==> src/rtl/wb_pkg.sv <==
// Widths and the 29-bit completion entry shared by the writeback arbiter and its buffers.
// Entry layout {wrt, phy, data, indx} matches the FIFO storage word one-to-one.
package wb_pkg;
   localparam int PHY_W     = 6;
   localparam int DATA_W    = 16;
   localparam int INDX_W    = 6;
   localparam int ALU_DEPTH = 2;

   typedef struct packed {
      logic              wrt;
      logic [PHY_W-1:0]  phy;
      logic [DATA_W-1:0] data;
      logic [INDX_W-1:0] indx;
   } wb_entry_t;
endpackage

==> src/rtl/wb_fifo.sv <==
// Power-of-two circular buffer of wb_entry_t; head is combinational, count/pointers registered.
// Push is accepted when not full or when popping in the same cycle; clr empties it synchronously.
module wb_fifo
   import wb_pkg::*;
#(
   parameter int DEPTH = 4
) (
   input  logic                   clk,
   input  logic                   rst,
   input  logic                   clr,
   input  logic                   push,
   input  logic                   pop,
   input  wb_entry_t              din,
   output wb_entry_t              head,
   output logic [$clog2(DEPTH):0] count,
   output logic                   full,
   output logic                   empty
);
   localparam int AW = $clog2(DEPTH);

   wb_entry_t     mem [DEPTH];
   logic [AW-1:0] wr_ptr;
   logic [AW-1:0] rd_ptr;
   logic          do_push;
   logic          do_pop;

   assign full    = (count == (AW+1)'(DEPTH));
   assign empty   = (count == '0);
   assign do_pop  = pop && !empty;
   assign do_push = push && (!full || do_pop);
   assign head    = mem[rd_ptr];

   always_ff @(posedge clk or negedge rst) begin
      if (!rst) begin
         wr_ptr <= '0;
         rd_ptr <= '0;
         count  <= '0;
      end else if (clr) begin
         wr_ptr <= '0;
         rd_ptr <= '0;
         count  <= '0;
      end else begin
         if (do_push) wr_ptr <= wr_ptr + AW'(1);
         if (do_pop)  rd_ptr <= rd_ptr + AW'(1);
         if (do_push && !do_pop)      count <= count + (AW+1)'(1);
         else if (!do_push && do_pop) count <= count - (AW+1)'(1);
      end
   end

   // Storage needs no reset: only entries behind a valid count are ever read.
   always_ff @(posedge clk) begin
      if (do_push && !clr) mem[wr_ptr] <= din;
   end
endmodule

==> src/rtl/wb_arbiter.sv <==
// Merges buffered load and ALU completions onto one RF write port; 2-cycle latency, stalls when buffers near full.
// ALU has priority; defining WB_STARVE_EN lets a load preempt after STARVE_MAX lost cycles.
module wb_arbiter
   import wb_pkg::*;
#(
   parameter int LD_DEPTH   = 4,
   parameter int STARVE_MAX = 3
) (
   input  logic              clk,
   input  logic              rst,
   input  logic              flsh,
   input  logic              vld_ld,
   input  logic              reg_wrt_ld,
   input  logic [PHY_W-1:0]  phy_addr_ld,
   input  logic [DATA_W-1:0] data_ld,
   input  logic [INDX_W-1:0] indx_ld,
   output logic              stll_ld,
   input  logic              vld_alu,
   input  logic              reg_wrt_alu,
   input  logic [PHY_W-1:0]  phy_addr_alu,
   input  logic [DATA_W-1:0] data_alu,
   input  logic [INDX_W-1:0] indx_alu,
   output logic              stll_alu,
   output logic              rf_we,
   output logic [PHY_W-1:0]  rf_addr,
   output logic [DATA_W-1:0] rf_data,
   output logic              cmp_vld,
   output logic [INDX_W-1:0] cmp_indx,
   output logic              ovf_err
);
   localparam int LCW = $clog2(LD_DEPTH) + 1;
   localparam int ACW = $clog2(ALU_DEPTH) + 1;

   wb_entry_t      ld_in, alu_in, ld_head, alu_head, win;
   logic [LCW-1:0] ld_cnt;
   logic [ACW-1:0] alu_cnt;
   logic           ld_full, ld_empty, alu_full, alu_empty;
   logic           grant_ld, grant_alu, ld_drop, starved;

   assign ld_in  = '{wrt: reg_wrt_ld, phy: phy_addr_ld, data: data_ld, indx: indx_ld};
   assign alu_in = '{wrt: reg_wrt_alu, phy: phy_addr_alu, data: data_alu, indx: indx_alu};

   wb_fifo #(.DEPTH(LD_DEPTH)) u_ld_fifo (
      .clk(clk), .rst(rst), .clr(flsh), .push(vld_ld && !flsh), .pop(grant_ld),
      .din(ld_in), .head(ld_head), .count(ld_cnt), .full(ld_full), .empty(ld_empty)
   );

   wb_fifo #(.DEPTH(ALU_DEPTH)) u_alu_fifo (
      .clk(clk), .rst(rst), .clr(flsh), .push(vld_alu && !flsh), .pop(grant_alu),
      .din(alu_in), .head(alu_head), .count(alu_cnt), .full(alu_full), .empty(alu_empty)
   );

`ifdef WB_STARVE_EN
   localparam int SW = (STARVE_MAX < 1) ? 1 : $clog2(STARVE_MAX + 1);
   logic [SW-1:0] starve_cnt;

   assign starved = (starve_cnt == SW'(STARVE_MAX));

   always_ff @(posedge clk or negedge rst) begin
      if (!rst)                             starve_cnt <= '0;
      else if (flsh || ld_empty || grant_ld) starve_cnt <= '0;
      else if (!starved)                    starve_cnt <= starve_cnt + SW'(1);
   end
`else
   assign starved = 1'b0;
`endif

   assign grant_ld  = !flsh && !ld_empty && (alu_empty || starved);
   assign grant_alu = !flsh && !alu_empty && !grant_ld;
   assign win       = grant_ld ? ld_head : alu_head;
   assign ld_drop   = vld_ld && !flsh && ld_full && !grant_ld;

   // One slot of slack beyond the stall threshold covers the producer's reaction cycle.
   assign stll_ld  = (ld_cnt >= LCW'(LD_DEPTH - 1));
   assign stll_alu = alu_full || (alu_cnt >= ACW'(1));

   always_ff @(posedge clk or negedge rst) begin
      if (!rst) begin
         rf_we    <= 1'b0;
         rf_addr  <= '0;
         rf_data  <= '0;
         cmp_vld  <= 1'b0;
         cmp_indx <= '0;
         ovf_err  <= 1'b0;
      end else begin
         rf_we   <= 1'b0;
         cmp_vld <= 1'b0;
         if (grant_ld || grant_alu) begin
            rf_we    <= win.wrt;
            cmp_vld  <= 1'b1;
            rf_addr  <= win.phy;
            rf_data  <= win.data;
            cmp_indx <= win.indx;
         end
         if (ld_drop) ovf_err <= 1'b1;
      end
   end
endmodule
==> config.mk <==
export PLATFORM = sky130hd
export DESIGN_NAME = wb_arbiter
export DESIGN_NICKNAME = d
export VERILOG_FILES = /design/src/rtl/wb_pkg.sv /design/src/rtl/wb_fifo.sv /design/src/rtl/wb_arbiter.sv
export SDC_FILE = /design/constraint.sdc
export NUM_CORES = 1
export LEC_CHECK = 0
export BUFFER_PORTS_ARGS = -buffer_cell sky130_fd_sc_hd__buf_4
export CAP_MARGIN = 25
export CELL_PAD_IN_SITES_DETAIL_PLACEMENT = 0
export CELL_PAD_IN_SITES_GLOBAL_PLACEMENT = 2
export CORE_MARGIN = 2
export CORE_UTILIZATION = 39
export CTS_CLUSTER_SIZE = 40
export DETAILED_ROUTE_END_ITERATION = 7
export PLACE_DENSITY = 0.73
export SETUP_SLACK_MARGIN = 0.2
export SYNTH_ARGS = -nofsm -noshare
export SYNTH_HDL_FRONTEND = slang
export SYNTH_HIERARCHICAL = 1
export SYNTH_SLANG_ARGS = --single-unit
==> constraint.sdc <==
create_clock -name clk -period 3.95 [get_ports clk]
set_input_delay 0.5925 -clock clk [delete_from_list [all_inputs] [get_ports clk]]
set_output_delay 0.5925 -clock clk [all_outputs]
set_load 0.01 [all_outputs]
* Word-level counts from Yosys, hierarchy flattened
Memory sizes are Yosys's and may differ from the RTL's.
Index checks and enable logic that the tools add are counted.
** Storage, ports and cells
- Memories :: 2
- Output and inout bits :: 33
- Bits of input ports :: 63
- Word-level logic and storage cells :: 87
- Register bits :: 42
- RAM bits :: 174
** Operators by class
- Multiplexer cells :: 21
- Equality and inequality tests :: 2
- Add/subtract/negate cells :: 8
- $lt $le $gt $ge :: 2
- Reductions and logical operators :: 40
** Memories
- u_ld_fifo.mem :: depth 4, width 29, read ports 1, clocked after memory_dff 0, wr ports 1, RTL line wb_fifo.sv:21 : wb_entry_t mem [DEPTH];
- u_alu_fifo.mem :: depth 2, width 29, read ports 1, clocked after memory_dff 0, wr ports 1, RTL line wb_fifo.sv:21
** Operators with widths (count)
- 29-bit 2-to-1 mux :: 1
- 1-bit logical AND :: 18
- 2-bit 2-to-1 mux :: 7
- 1-bit logical NOT :: 10
- 1-bit 2-to-1 mux :: 10
- 3-bit 2-to-1 mux :: 3
- 2-bit nonzero test :: 4
- 2-bit by 1-bit adder with 2-bit output, second input constant :: 3
- 3-bit nonzero test :: 2
- 1-bit logical OR :: 4
- 3-bit by 1-bit adder with 3-bit output, second input constant :: 1
- 3-bit == test, second input constant :: 1
- 3-bit by 2-bit >= comparator with 1-bit output, second input constant :: 1
- 3-bit logical NOT :: 1
- 3-bit by 1-bit subtractor with 3-bit output, second input constant :: 1
- 1-bit adder, second input constant :: 2
- 2-bit == test, second input constant :: 1
- 2-bit by 1-bit >= comparator with 1-bit output, second input constant :: 1
- 2-bit logical NOT :: 1
- 2-bit by 1-bit subtractor with 2-bit output, second input constant :: 1

* Longest topological paths before layout
Gate-level depths: netlist of run 1.
- Word-level depth :: 14
- Gate-level depth with buffers :: 11
- Depth with buffers taken out :: 9

* By module
The synthesis of run 1 kept the hierarchy.
** By module, submodules not included
- wb_fifo at u_ld_fifo :: area an instance 4747.1 sq um, times used 1, cells each 214, seq. area each 3658.5 sq um
- wb_fifo at u_alu_fifo :: area an instance 2323.5 sq um, times used 1, cells each 115, seq. area each 1841.8 sq um
- wb_arbiter :: area an instance 1679.1 sq um, times used 1, cells each 174, seq. area each 775.7 sq um

* Least setup slack after synthesis of run 1
OpenSTA, ideal clock, no wires.
- Kind :: input to register
- Start point :: input flsh
- End point :: memory u_ld_fifo/mem[0][0] (netlist name), enable pin
- Data arrival time :: 3605 ps
- Slack :: -113 ps
- Stages on the path :: 6
- Data required time :: 3492 ps
- Library setup time :: 458 ps
- Buffers on the path :: 3
- Cells stage by stage :: buf_2 -> clkbuf_1 -> nor2_1 -> buf_2 -> o21ai_0 -> nor3b_1
** Between the ends
- Word-level cells in the longest chain between the ends :: 9
- Elaborated cells on any way between the ends :: 10
- Those cells by class :: mux (2); reduce/logical (8)
** Ends and longest elaborated chain
- from (decl) :: RTL line wb_arbiter.sv:11 : input logic flsh,
- 1-bit logical NOT :: RTL line wb_arbiter.sv:68 : assign grant_ld = !flsh && !ld_empty && (alu_empty || starved);
- 1-bit logical AND (2 in a row) :: RTL line wb_arbiter.sv:68
- via grant_ld :: RTL line wb_arbiter.sv:38 : logic grant_ld, grant_alu, ld_drop, starved;
- 1-bit logical AND :: RTL line wb_fifo.sv:29 : assign do_pop = pop && !empty;
- 1-bit logical OR :: RTL line wb_fifo.sv:30 : assign do_push = push && (!full || do_pop);
- 1-bit logical AND :: RTL line wb_fifo.sv:30
- 1-bit logical AND :: RTL line wb_fifo.sv:52 : if (do_push && !clr) mem[wr_ptr] <= din;
- 1-bit 2-to-1 mux :: RTL line wb_fifo.sv:52
- 1-bit 2-to-1 mux (not written as such) :: RTL line wb_fifo.sv:52
- to (decl) :: RTL line wb_fifo.sv:21
The timed path passes the listed nets, and every way through them passes these cells.

* Final worst setup path of run 1
- Start point :: register u_ld_fifo.count[0]
- End point :: memory u_ld_fifo/mem[3][2] (netlist name), enable pin
** Between the ends
- Word-level cells in the longest chain between the ends :: 10
- Elaborated cells on any way between the ends :: 12
- Those cells by class :: eq/ne (1); mux (2); reduce/logical (9)
** Ends and longest elaborated chain
- from (decl) :: RTL line wb_fifo.sv:15 : output logic [$clog2(DEPTH):0] count,
- from (signal assigned) :: RTL line wb_fifo.sv:45 : if (do_push && !do_pop) count <= count + (AW+1)'(1);
- from (signal assigned) :: RTL line wb_fifo.sv:46 : else if (!do_push && do_pop) count <= count - (AW+1)'(1);
- 3-bit logical NOT :: RTL line wb_fifo.sv:28 : assign empty = (count == '0);
- via ld_empty :: RTL line wb_arbiter.sv:37 : logic ld_full, ld_empty, alu_full, alu_empty;
- 1-bit logical NOT :: RTL line wb_arbiter.sv:68
- 1-bit logical AND (2 in a row) :: RTL line wb_arbiter.sv:68
- via grant_ld :: RTL line wb_arbiter.sv:38
- 1-bit logical AND :: RTL line wb_fifo.sv:29
- 1-bit logical OR :: RTL line wb_fifo.sv:30
- 1-bit logical AND :: RTL line wb_fifo.sv:30
- 1-bit logical AND :: RTL line wb_fifo.sv:52
- 1-bit 2-to-1 mux :: RTL line wb_fifo.sv:52
- 1-bit 2-to-1 mux (not written as such) :: RTL line wb_fifo.sv:52
The timed path passes the listed nets, and every way through them passes these cells.

==> results of run 1 <==
stage by stage:
step / hold WS [ns] / TNS, ns
2_1_floorplan: 0.2969 / -13.09
3_3_place_gp: 0.4779 / 0
3_5_place_dp: 0.4656 / 0
4_1_cts: 0.1065 / 0
5_1_grt: 0.1211 / 0
6_report: 0.08670 / 0
power groups by stage:
stage | clock [mW] | combinational, mW | sequential, mW
after CTS | 2.09 | 1.16 | 2.85
after global routing | 2.19 | 1.25 | 2.86
after detailed placement | 0 | 1.16 | 2.89
final | 2.04 | 1.14 | 2.84
after global placement | 0 | 1.12 | 2.89
after floorplan | 0 | 0.685 | 2.88
metal layers:
metal | global-route usage (%) | routed length [µm] | vias to the layer above
li1 | - | - | 2142
met1 | 22.58 | 8492 | 2327
met2 | 23.03 | 8028 | 110
met3 | 2.903 | 896 | 22
met4 | 3.408 | 324 | 0
met5 | 0 | 0 | -
how the worst max path moves through the flow:
stage / startpoint / to / slack, ns / cells past startpoint
after floorplan: flsh / u_ld_fifo/mem[0][0]$_DFFE_PP_ / -0.11 / 6
after global placement: flsh / u_ld_fifo/mem[0][22]$_DFFE_PP_ / 1.23 / 5
after detailed placement: flsh / u_ld_fifo/mem[3][22]$_DFFE_PP_ / 1.13 / 5
after CTS: u_ld_fifo/count[0]$_DFFE_PN0P_ / u_ld_fifo/mem[1][24]$_DFFE_PP_ / 1.13 / 6
after global routing: u_ld_fifo/count[0]$_DFFE_PN0P_ / u_ld_fifo/count[2]$_DFFE_PN0P_ / 0.90 / 9
final: u_ld_fifo/count[0]$_DFFE_PN0P_ / u_ld_fifo/mem[3][2]$_DFFE_PP_ / 1.11 / 6
registers in the layout, summed over array words and instances (netlist names):
signal / cells
rf_we: 1
u_ld_fifo/count: 3
u_alu_fifo/count: 2
cmp_indx: 6
cmp_vld: 1
u_alu_fifo/mem: 58
rf_data: 16
u_alu_fifo/wr_ptr: 1
u_alu_fifo/rd_ptr: 1
u_ld_fifo/wr_ptr: 2
rf_addr: 6
u_ld_fifo/rd_ptr: 2
ovf_err: 1
u_ld_fifo/mem: 116
worst max-delay path, delay by kind of cell (launching register included):
family / cells / cell delay (ns)
buf+inv: 1 / 0.41
simple gates: 4 / 1.12
compound gates: 1 / 0.41
flops: 1 / 0.50
placed cells by master (no fill, tap or decap), types with 3 or more instances in the layout:
cell,instances
nor2b_1,4
clkinv_1,4
o21ai_0,3
clkbuf_1,5
mux2_2,31
nor3b_2,4
xor2_1,3
buf_4,106
a21oi_1,3
a221oi_1,9
dfrtp_1,41
a221oi_2,20
inv_1,34
clkinv_2,6
nor2_1,43
edfxtp_1,174
nand2b_1,8
mux4_2,29
clkbuf_16,23
nor3_1,29
ha_1,4
final cells by class:
| class | count | area (µm²) | share of cell area, % |
|---|---|---|---|
| clock buffers | 28 | 594.3 | 5.641 |
| clock inverters | 14 | 132.6 | 1.259 |
| inverters | 35 | 131.4 | 1.247 |
| multi-input cells | 221 | 2226 | 21.13 |
| flip-flops and latches | 216 | 6277 | 59.58 |
| well taps | 280 | 350.3 | 3.325 |
| repair buffers | 107 | 823.3 | 7.815 |
kinds of logic after synthesis:
group / Yosys count / synth area share (%)
compound gates: 47 / 5.806
xor+xnor: 4 / 0.4005
fa+ha+maj: 5 / 0.8008
buf+inv: 66 / 3.432
flops: 216 / 71.73
mux: 64 / 12.03
simple gates: 101 / 5.806
==> reports/metrics.csv, run 1 <==
metric,value,unit
fill count,1877,
Final Slew Violations,0,
DRC errors left,0,
reg2reg start,u_ld_fifo/count[0]$_DFFE_PN0P_,
Post-Syn Instances,503,
fin crit share,71.82,%
RD Place Congestion,0.7620,
Comb pwr share,19.0,%
R2R cell count,6,
Sw Share,26.19,%
Most used DFF post-synth,edfxtp_1,
Layout Skew,0.009163,ns
clock-pin transition on the worst setup and hold timing paths,0.06,ns
Hold Path Class,primary input to async pin,
relative slew slack,34.78,%
post-layout util,48.13,%
Site Rows,54,
CTS tree,built,
Internal Pwr Total,4.443,mW
largest net degree at the start of global routing,74,
non-filler instance count after layout,901,
Critical Path RT,4.11,ns
synthesized area per cell,17.39,µm²
layout cell share with drive strength beyond 1,38.16,%
Yosys cell types,41,
dpl ws,1.129,ns
Total GRT Usage,15.07,%
status,"finished, final reports clean",
slowest CP cell,dfrtp_1,
routed vias,4601,
crit path max fanout,29,
Worst Setup End Kind,flip-flop,
drt total wl,17.74,mm
area grow syn2layout,20.41,%
Layout Nets,672,
Startpoint Class,flip-flop,
Starting Density,39.97,%
initial antenna violation count,0,
CTS Buf Count,23,
"setup slack, reg-to-reg",1.11,ns
die height,153.8,µm
root buffer cell,clkbuf_16,
"area leader, netlist",edfxtp_1,
slew at the pin closest to its max-slew limit,0.9763,ns
DIE WIDTH,153.8,µm
top post-synthesis cells by area,"edfxtp_1 60%, dfrtp_1 12%, mux4_2 7.5%, mux2_2 4.0%, a221oi_2 3.4%",
Post-CTS Setup Bufs,0,
synthesized flop and latch total,216,
number of flops mapped to enable cells by yosys,174,
sequential share of the synthesized area,71.73,%
setup ws final,1.113,ns
global route overflow,0,
MaxCap Viol Count,0,
DP HPWL,11.76,mm
final instance area,10540,µm²
Routed WL per cell,19.69,µm
starting DRC count in detailed routing,258,
fmax,352.5,MHz
Cell Count Post-Placement,859,
die footprint,23650,µm²
Hold Fails Final Rpt,0,
CTS resizes,0,
Post-synth top cells,"174 x edfxtp_1, 44 x nor2_1, 42 x dfrtp_1",
top-count cell post-synth,edfxtp_1,
reg2reg end,u_ld_fifo/mem[3][2]$_DFFE_PP_,
CP max stage delay,0.50,ns
RSZ-0062 raised after global routing,false,
Post-Syn Nets,571,
port bufs,95,
crit path cell chain,nor3_1 -> nand2b_1 -> nor2_1 -> o21ai_0 -> nor3b_2 -> buf_4,
H-Tree Depth,1,
First-pass DRT Iterations,4,
Crit Path Category,flip-flop to flip-flop,
share of the synthesized area in the top cell type,59.72,%
Clock Path Buffers,3,
PwrDens,571.3,nW/µm²
static leakage,3.797,nW
clock sinks,216,
global-route wire length before repair,27.95,mm
Max IR drop VDD,0.2607,mV
Hold Buf Count CTS,0,
vias per cell,5.107,
vias in the first global route,4921,
post-route ant nets,0,
Net Switching,1.576,mW
Sequential Power Share,47.2,%
Syn Std Cell Area,8750,µm²
arrival time at the worst endpoint,3.00,ns
diode count,0,
IO Pins,96,
area post-placement,9808,µm²
Synthesis Warnings,6,
Tmin final,2.837,ns
core area,21890,µm²
Setup-failing EPs final,0,
Post-synth ARST share,19.44,%
Design Power,6.019,mW
clk_lat worst skew,0.51,ns
clock share of power,33.9,%
No activity file was read; power rests on OpenSTA's default activity.
==> run 2, diff against run 1 <==
--- a/config.mk
+++ b/config.mk
@@ -10,10 +10,10 @@
 export CELL_PAD_IN_SITES_DETAIL_PLACEMENT = 0
 export CELL_PAD_IN_SITES_GLOBAL_PLACEMENT = 2
 export CORE_MARGIN = 2
-export CORE_UTILIZATION = 39
+export CORE_UTILIZATION = 43
 export CTS_CLUSTER_SIZE = 40
 export DETAILED_ROUTE_END_ITERATION = 7
-export PLACE_DENSITY = 0.73
+export PLACE_DENSITY = 0.77
 export SETUP_SLACK_MARGIN = 0.2
 export SYNTH_ARGS = -nofsm -noshare
 export SYNTH_HDL_FRONTEND = slang
==> constraint.sdc (replaced) <==
create_clock -name clk -period 2.8 [get_ports clk]
set_input_delay 0.42 -clock clk [delete_from_list [all_inputs] [get_ports clk]]
set_output_delay 0.42 -clock clk [all_outputs]
set_load 0.01 [all_outputs]
==> reports/metrics.csv, run 2 (synthesis gave the netlist of run 1 again) <==
metric,value,unit,change
clk_lat worst skew,0.51,ns,about the same
Worst Setup End Kind,flip-flop,,unchanged
routed vias,4600,,"was 4,601"
slew at the pin closest to its max-slew limit,0.7555,ns,was 0.9763 ns
area grow syn2layout,21.85,%,was 20.41%
RSZ-0062 raised after global routing,false,,unchanged
Min-Delay Startpoint,data_alu[6],,
Layout Skew,0.009615,ns,was 0.009163 ns
fmax,420.8,MHz,was 352.5 MHz
grt met3 use,2.625,%,was 2.903%
H-Tree Depth,1,,unchanged
clock sinks,216,,unchanged
diode count,0,,unchanged
crit path max fanout,10,,was 29
CTS tree,built,,unchanged
core area,20100,µm²,"was 21,890 µm²"
initial antenna violation count,0,,unchanged
fin crit share,84.87,%,was 71.82%
R2R cell count,9,,was 6
"most common cell after layout, fill and taps aside",edfxtp_1,,unchanged
Tmin final,2.376,ns,was 2.837 ns
routing usage on met1,24.37,%,was 22.58%
die footprint,21500,µm²,"was 23,650 µm²"
post-route ant nets,0,,unchanged
Layout Nets,678,,was 672
drt total wl,17.32,mm,was 17.74 mm
Crit Path Category,flip-flop to flip-flop,,unchanged
reg2reg end,u_ld_fifo/count[2]$_DFFE_PN0P_,,was u_ld_fifo/mem[3][2]$_DFFE_PP_
Max IR drop VDD,0.4688,mV,was 0.2607 mV
Startpoint Class,flip-flop,,unchanged
most frequent cells in the layout,"174 x edfxtp_1, 107 x buf_4, 43 x nor2_1",,"was 174 x edfxtp_1, 106 x buf_4, 43 x nor2_1"
Min-Delay Endpoint,u_alu_fifo/mem[1][12]$_DFFE_PP_,,
Starting Density,43.52,%,was 39.97%
MaxCap Viol Count,0,,unchanged
IO Pins,96,,unchanged
vias per cell,5.134,,was 5.107
global route overflow,0,,unchanged
relative slew slack,49.30,%,was 34.78%
fill count,1613,,"was 1,877"
Biggest register,u_ld_fifo/mem,,unchanged
RD Place Congestion,0.7924,,was 0.7620
arrival time at the worst endpoint,2.81,ns,was 3.00 ns
worst hold path depth,1,,
biggest regs,"u_ld_fifo/mem (116), u_alu_fifo/mem (58), rf_data (16)",,unchanged
clock-pin transition on the worst setup and hold timing paths,0.06,ns,about the same
vias in the first global route,4769,,"was 4,921"
layout cell share with drive strength beyond 1,38.34,%,was 38.16%
root buffer cell,clkbuf_16,,unchanged
status,"finished, final reports clean",,unchanged
Total GRT Usage,16.30,%,was 15.07%
DRC errors left,0,,unchanged
Final Slew Violations,0,,unchanged
reg2reg start,u_ld_fifo/count[2]$_DFFE_PN0P_,,was u_ld_fifo/count[0]$_DFFE_PN0P_
Critical Path RT,3.23,ns,was 4.11 ns
static leakage,3.863,nW,was 3.797 nW
Site Rows,52,,was 54
post-layout util,53.03,%,was 48.13%
"setup slack, reg-to-reg",0.42,ns,was 1.11 ns
starting DRC count in detailed routing,276,,was 258
CTS Buf Count,23,,unchanged
grt peak-use layer,met2,,unchanged
global-route wire length before repair,27.01,mm,was 27.95 mm
largest net degree at the start of global routing,55,,was 74
PwrDens,807.1,nW/µm²,was 571.3 nW/µm²
Hold Fails Final Rpt,0,,unchanged
Clock Path Buffers,3,,unchanged
Largest register FFs,116,,unchanged
die height,146.6,µm,was 153.8 µm
Setup-failing EPs final,0,,unchanged
DIE WIDTH,146.6,µm,was 153.8 µm
total negative slack,0,ns,unchanged
First-pass DRT Iterations,4,,unchanged
Routed WL per cell,19.33,µm,was 19.69 µm
Hold Path Class,primary input to flip-flop,,was primary input to async pin
met2 Usage GRT,25.31,%,was 23.03%
DP HPWL,11.38,mm,was 11.76 mm
port bufs,95,,unchanged
## run 2: through the flow
stage	setup WS (ns)	hold slack, ns	area (µm²)	total power [mW]	instances
after floorplan	0.2125	0.1244	8817	5.033	503
after global placement	0.5067	0.4575	9901	5.702	854
after detailed placement	0.4249	0.4649	9901	5.741	854
after CTS	0.4101	0.08088	10660	8.716	896
after global routing	0.2061	0.07860	10660	8.981	896
final	0.4237	0.09861	10660	8.605	896
## run 2: worst max-delay path by stage
stage,start,end,cells past startpoint
global route,u_ld_fifo/count[2]$_DFFE_PN0P_,u_ld_fifo/count[2]$_DFFE_PN0P_,9
global placement,u_ld_fifo/count[1]$_DFFE_PN0P_,u_ld_fifo/mem[2][23]$_DFFE_PP_,7
finish,u_ld_fifo/count[2]$_DFFE_PN0P_,u_ld_fifo/count[2]$_DFFE_PN0P_,9
floorplan,flsh,u_ld_fifo/mem[1][0]$_DFFE_PP_,6
CTS,u_ld_fifo/count[0]$_DFFE_PN0P_,u_ld_fifo/mem[3][17]$_DFFE_PP_,7
detailed placement,flsh,u_ld_fifo/mem[3][23]$_DFFE_PP_,5
## run 2: report_power, final
group          internal, mW  switching, mW  leakage [nW]  total (mW)
registers              3.77          0.210          2.07        3.98
logic                 0.834          0.844          1.43        1.68
clock network          1.78           1.17         0.365        2.95
total                  6.38           2.23          3.86        8.60
## run 2: per-layer routing
metal	part of all wire, %	vias to the layer above
met5	0	-
met1	47	2340
met4	1.7	0
met3	4.0	19
met2	47	100
li1	-	2141
## run 2: what timing repair did
action	4_1_cts	5_1_grt
buffers inserted	0	0
resized for setup	0	1
endpoints found under the hold margin	42	0
endpoints found under the setup margin	0	1
hold buffers	1	0
## run 2: worst max-delay path: stages, from the launching register on
cell	delay, ns
dfrtp_1	0.50
nor3_1	0.10
nand2b_1	0.17
nor2_1	0.20
o21ai_0	0.16
and3_1	0.22
fa_1	0.41
nor4b_1	0.29
a31oi_1	0.07
a31oi_1	0.17
## run 2: area by class of cell
| class | count | area (µm²) | share of cell area (%) |
|---|---|---|---|
| sequential | 216 | 6279 | 58.89 |
| clock buffer | 29 | 629.4 | 5.903 |
| timing repair buffer | 113 | 913.4 | 8.567 |
| inverter | 35 | 131.4 | 1.232 |
| multi-input combinational | 221 | 2251 | 21.11 |
| clock inverter | 12 | 120.1 | 1.127 |
| tap | 270 | 337.8 | 3.169 |
==> run 3, diff against run 2 <==
==> constraint.sdc (replaced) <==
create_clock -name clk -period 2.3 [get_ports clk]
set_input_delay 0.345 -clock clk [delete_from_list [all_inputs] [get_ports clk]]
set_output_delay 0.345 -clock clk [all_outputs]
set_load 0.01 [all_outputs]
==> reports/metrics.csv, run 3 (synthesis gave the netlist of run 1 again) <==
metric,value,unit,change
fmax,482.5,MHz,was 420.8 MHz
clock-pin transition on the worst setup and hold timing paths,0.06,ns,about the same
Startpoint Class,flip-flop,,unchanged
root buffer cell,clkbuf_16,,unchanged
reg2reg start,u_ld_fifo/count[1]$_DFFE_PN0P_,,was u_ld_fifo/count[2]$_DFFE_PN0P_
fill count,1613,,unchanged
DP HPWL,11.61,mm,was 11.38 mm
area grow syn2layout,25.97,%,was 21.85%
status,"finished, final reports clean",,unchanged
vias per cell,5.069,,was 5.134
die height,146.6,µm,unchanged
IO Pins,96,,unchanged
vias in the first global route,4975,,"was 4,769"
fin crit share,90.10,%,was 84.87%
drt total wl,17.68,mm,was 17.32 mm
CTS Buf Count,23,,unchanged
H-Tree Depth,1,,unchanged
Biggest register,u_ld_fifo/mem,,unchanged
clk_lat worst skew,0.51,ns,about the same
Largest register FFs,116,,unchanged
CP Depth,6,,was 9
"most common cell after layout, fill and taps aside",edfxtp_1,,unchanged
global route overflow,0,,unchanged
die footprint,21500,µm²,unchanged
Max IR drop VDD,0.5772,mV,was 0.4688 mV
CTS tree,built,,unchanged
Buffers & Inverters on Critical Path,1,,was 0
routed vias,4689,,"was 4,600"
Tmin final,2.072,ns,was 2.376 ns
Setup-failing EPs final,0,,unchanged
Hold Fails Final Rpt,0,,unchanged
Worst Setup End Kind,flip-flop,,unchanged
Clock Path Buffers,3,,unchanged
First-pass DRT Iterations,4,,unchanged
port bufs,95,,unchanged
setup ws final,0.2277,ns,was 0.4237 ns
area of the multi-input gates,2351,µm²,was 2251 µm²
"delay-heaviest family, CP",simple AND/OR/NAND/NOR gates,,unchanged
RSZ-0062 raised after global routing,true,,was false
diode count,0,,unchanged
crit path max fanout,8,,was 10
core area,20100,µm²,unchanged
layout cell share with drive strength beyond 1,43.21,%,was 38.34%
post-layout util,54.82,%,was 53.03%
DIE WIDTH,146.6,µm,unchanged
Crit Path Category,flip-flop to flip-flop,,unchanged
biggest regs,"u_ld_fifo/mem (116), u_alu_fifo/mem (58), rf_data (16)",,unchanged
Layout Nets,706,,was 678
Final Slew Violations,0,,unchanged
dpl ws,-0.01779,ns,was 0.4249 ns
MaxCap Viol Count,0,,unchanged
relative slew slack,60.95,%,was 49.30%
"setup slack, reg-to-reg",0.23,ns,was 0.42 ns
post-route ant nets,0,,unchanged
RD Place Congestion,0.7773,,was 0.7924
Layout Skew,0.01533,ns,was 0.009615 ns
worst setup path end,u_ld_fifo/count[1]$_DFFE_PN0P_,,was u_ld_fifo/count[2]$_DFFE_PN0P_
CP max stage delay,0.52,ns,was 0.50 ns
reg2reg end,u_ld_fifo/count[1]$_DFFE_PN0P_,,was u_ld_fifo/count[2]$_DFFE_PN0P_
arrival time at the worst endpoint,2.45,ns,was 2.81 ns
global-route wire length before repair,27.77,mm,was 27.01 mm
most frequent cells in the layout,"174 x edfxtp_1, 126 x buf_4, 41 x nor2_1, 41 x dfrtp_1, 34 x inv_1",,"was 174 x edfxtp_1, 107 x buf_4, 43 x nor2_1"
R2R cell count,6,,was 9
crit path cell chain,buf_6 -> or3b_4 -> and3_4 -> fa_2 -> nor2_1 -> mux2_2,,was nor3_1 -> nand2b_1 -> nor2_1 -> o21ai_0 -> and3_1 -> fa_1 -> nor4b_1 -> a31oi_1 -> a31oi_1
DRC errors left,0,,unchanged
Site Rows,52,,unchanged
clock sinks,216,,unchanged
starting DRC count in detailed routing,215,,was 276
initial antenna violation count,0,,unchanged
Starting Density,43.52,%,unchanged
largest net degree at the start of global routing,54,,was 55
Critical Path RT,2.68,ns,was 3.23 ns
Total GRT Usage,16.65,%,was 16.30%
slew at the pin closest to its max-slew limit,0.5857,ns,was 0.7555 ns
slowest CP cell,fa_2,,was dfrtp_1
Critical path origin,u_ld_fifo/count[1]$_DFFE_PN0P_,,was u_ld_fifo/count[2]$_DFFE_PN0P_
total negative slack,0,ns,unchanged
Routed WL per cell,19.12,µm,was 19.33 µm
PwrDens,970.7,nW/µm²,was 807.1 nW/µm²
Hold Path Class,primary input to flip-flop,,unchanged
static leakage,4.036,nW,was 3.863 nW
register area,6277,µm²,was 6279 µm²
[run 3: what timing repair did]
item,4_1_cts,5_1_grt
setup endpoints to repair,61,4
gates cloned,0,0
hold buffers,2,0
pin swaps,9,7
hold endpoints to repair,44,0
gates resized for setup,13,4
setup buffers,14,3
[run 3: through the flow]
stage	total power [mW]	hold slack, ns	instances	instance area (µm²)
floorplan	6.158	0.04941	503	8864
global placement	7.039	0.3872	864	10040
detailed placement	7.095	0.3890	864	10040
CTS	10.80	0.002809	922	10970
global route	11.16	0.008136	925	11020
finish	10.70	0.02615	925	11020
[run 3: worst min-delay path by stage]
stage                          startpoint                         endpoint  cells after the start
final                         indx_alu[3]   u_alu_fifo/mem[0][3]$_DFFE_PP_                      1
after global routing      phy_addr_alu[1]  u_alu_fifo/mem[0][23]$_DFFE_PP_                      1
after CTS                     indx_alu[3]   u_alu_fifo/mem[0][3]$_DFFE_PP_                      1
after detailed placement              rst  u_alu_fifo/count[1]$_DFFE_PN0P_                      1
after global placement                rst  u_alu_fifo/count[1]$_DFFE_PN0P_                      1
after floorplan                       rst          cmp_indx[0]$_DFFE_PN0P_                      0
[run 3: worst register-to-register path: stages, from the launching register on]
cell and delay (ns):
dfrtp_1 0.40, buf_6 0.15, or3b_4 0.41, and3_4 0.18, fa_2 0.52, nor2_1 0.04
mux2_2 0.27
[run 3: area by class of cell]
cell class | count | area share (%)
Inverter | 35 | 1.192
Clock inverter | 10 | 0.7606
Timing Repair Buffer | 141 | 10.81
Multi-Input combinational cell | 221 | 21.33
Tap cell | 270 | 3.065
Sequential cell | 216 | 56.95
Clock buffer | 32 | 5.892
[run 3: per-layer routing]
layer,track usage (%),wire length (µm),vias to the layer above
li1,-,-,2207
met1,24.76,8360,2340
met2,26.17,8269,112
met3,2.250,683,30
met4,4.369,368,0
met5,0,0,-
[run 3: power breakdown]
| part | internal, mW | switching [mW] | leakage (nW) |
|---|---|---|---|
| combinational | 1.24 | 1.15 | 1.62 |
| sequential | 4.58 | 0.210 | 2.07 |
| clock | 2.09 | 1.43 | 0.354 |
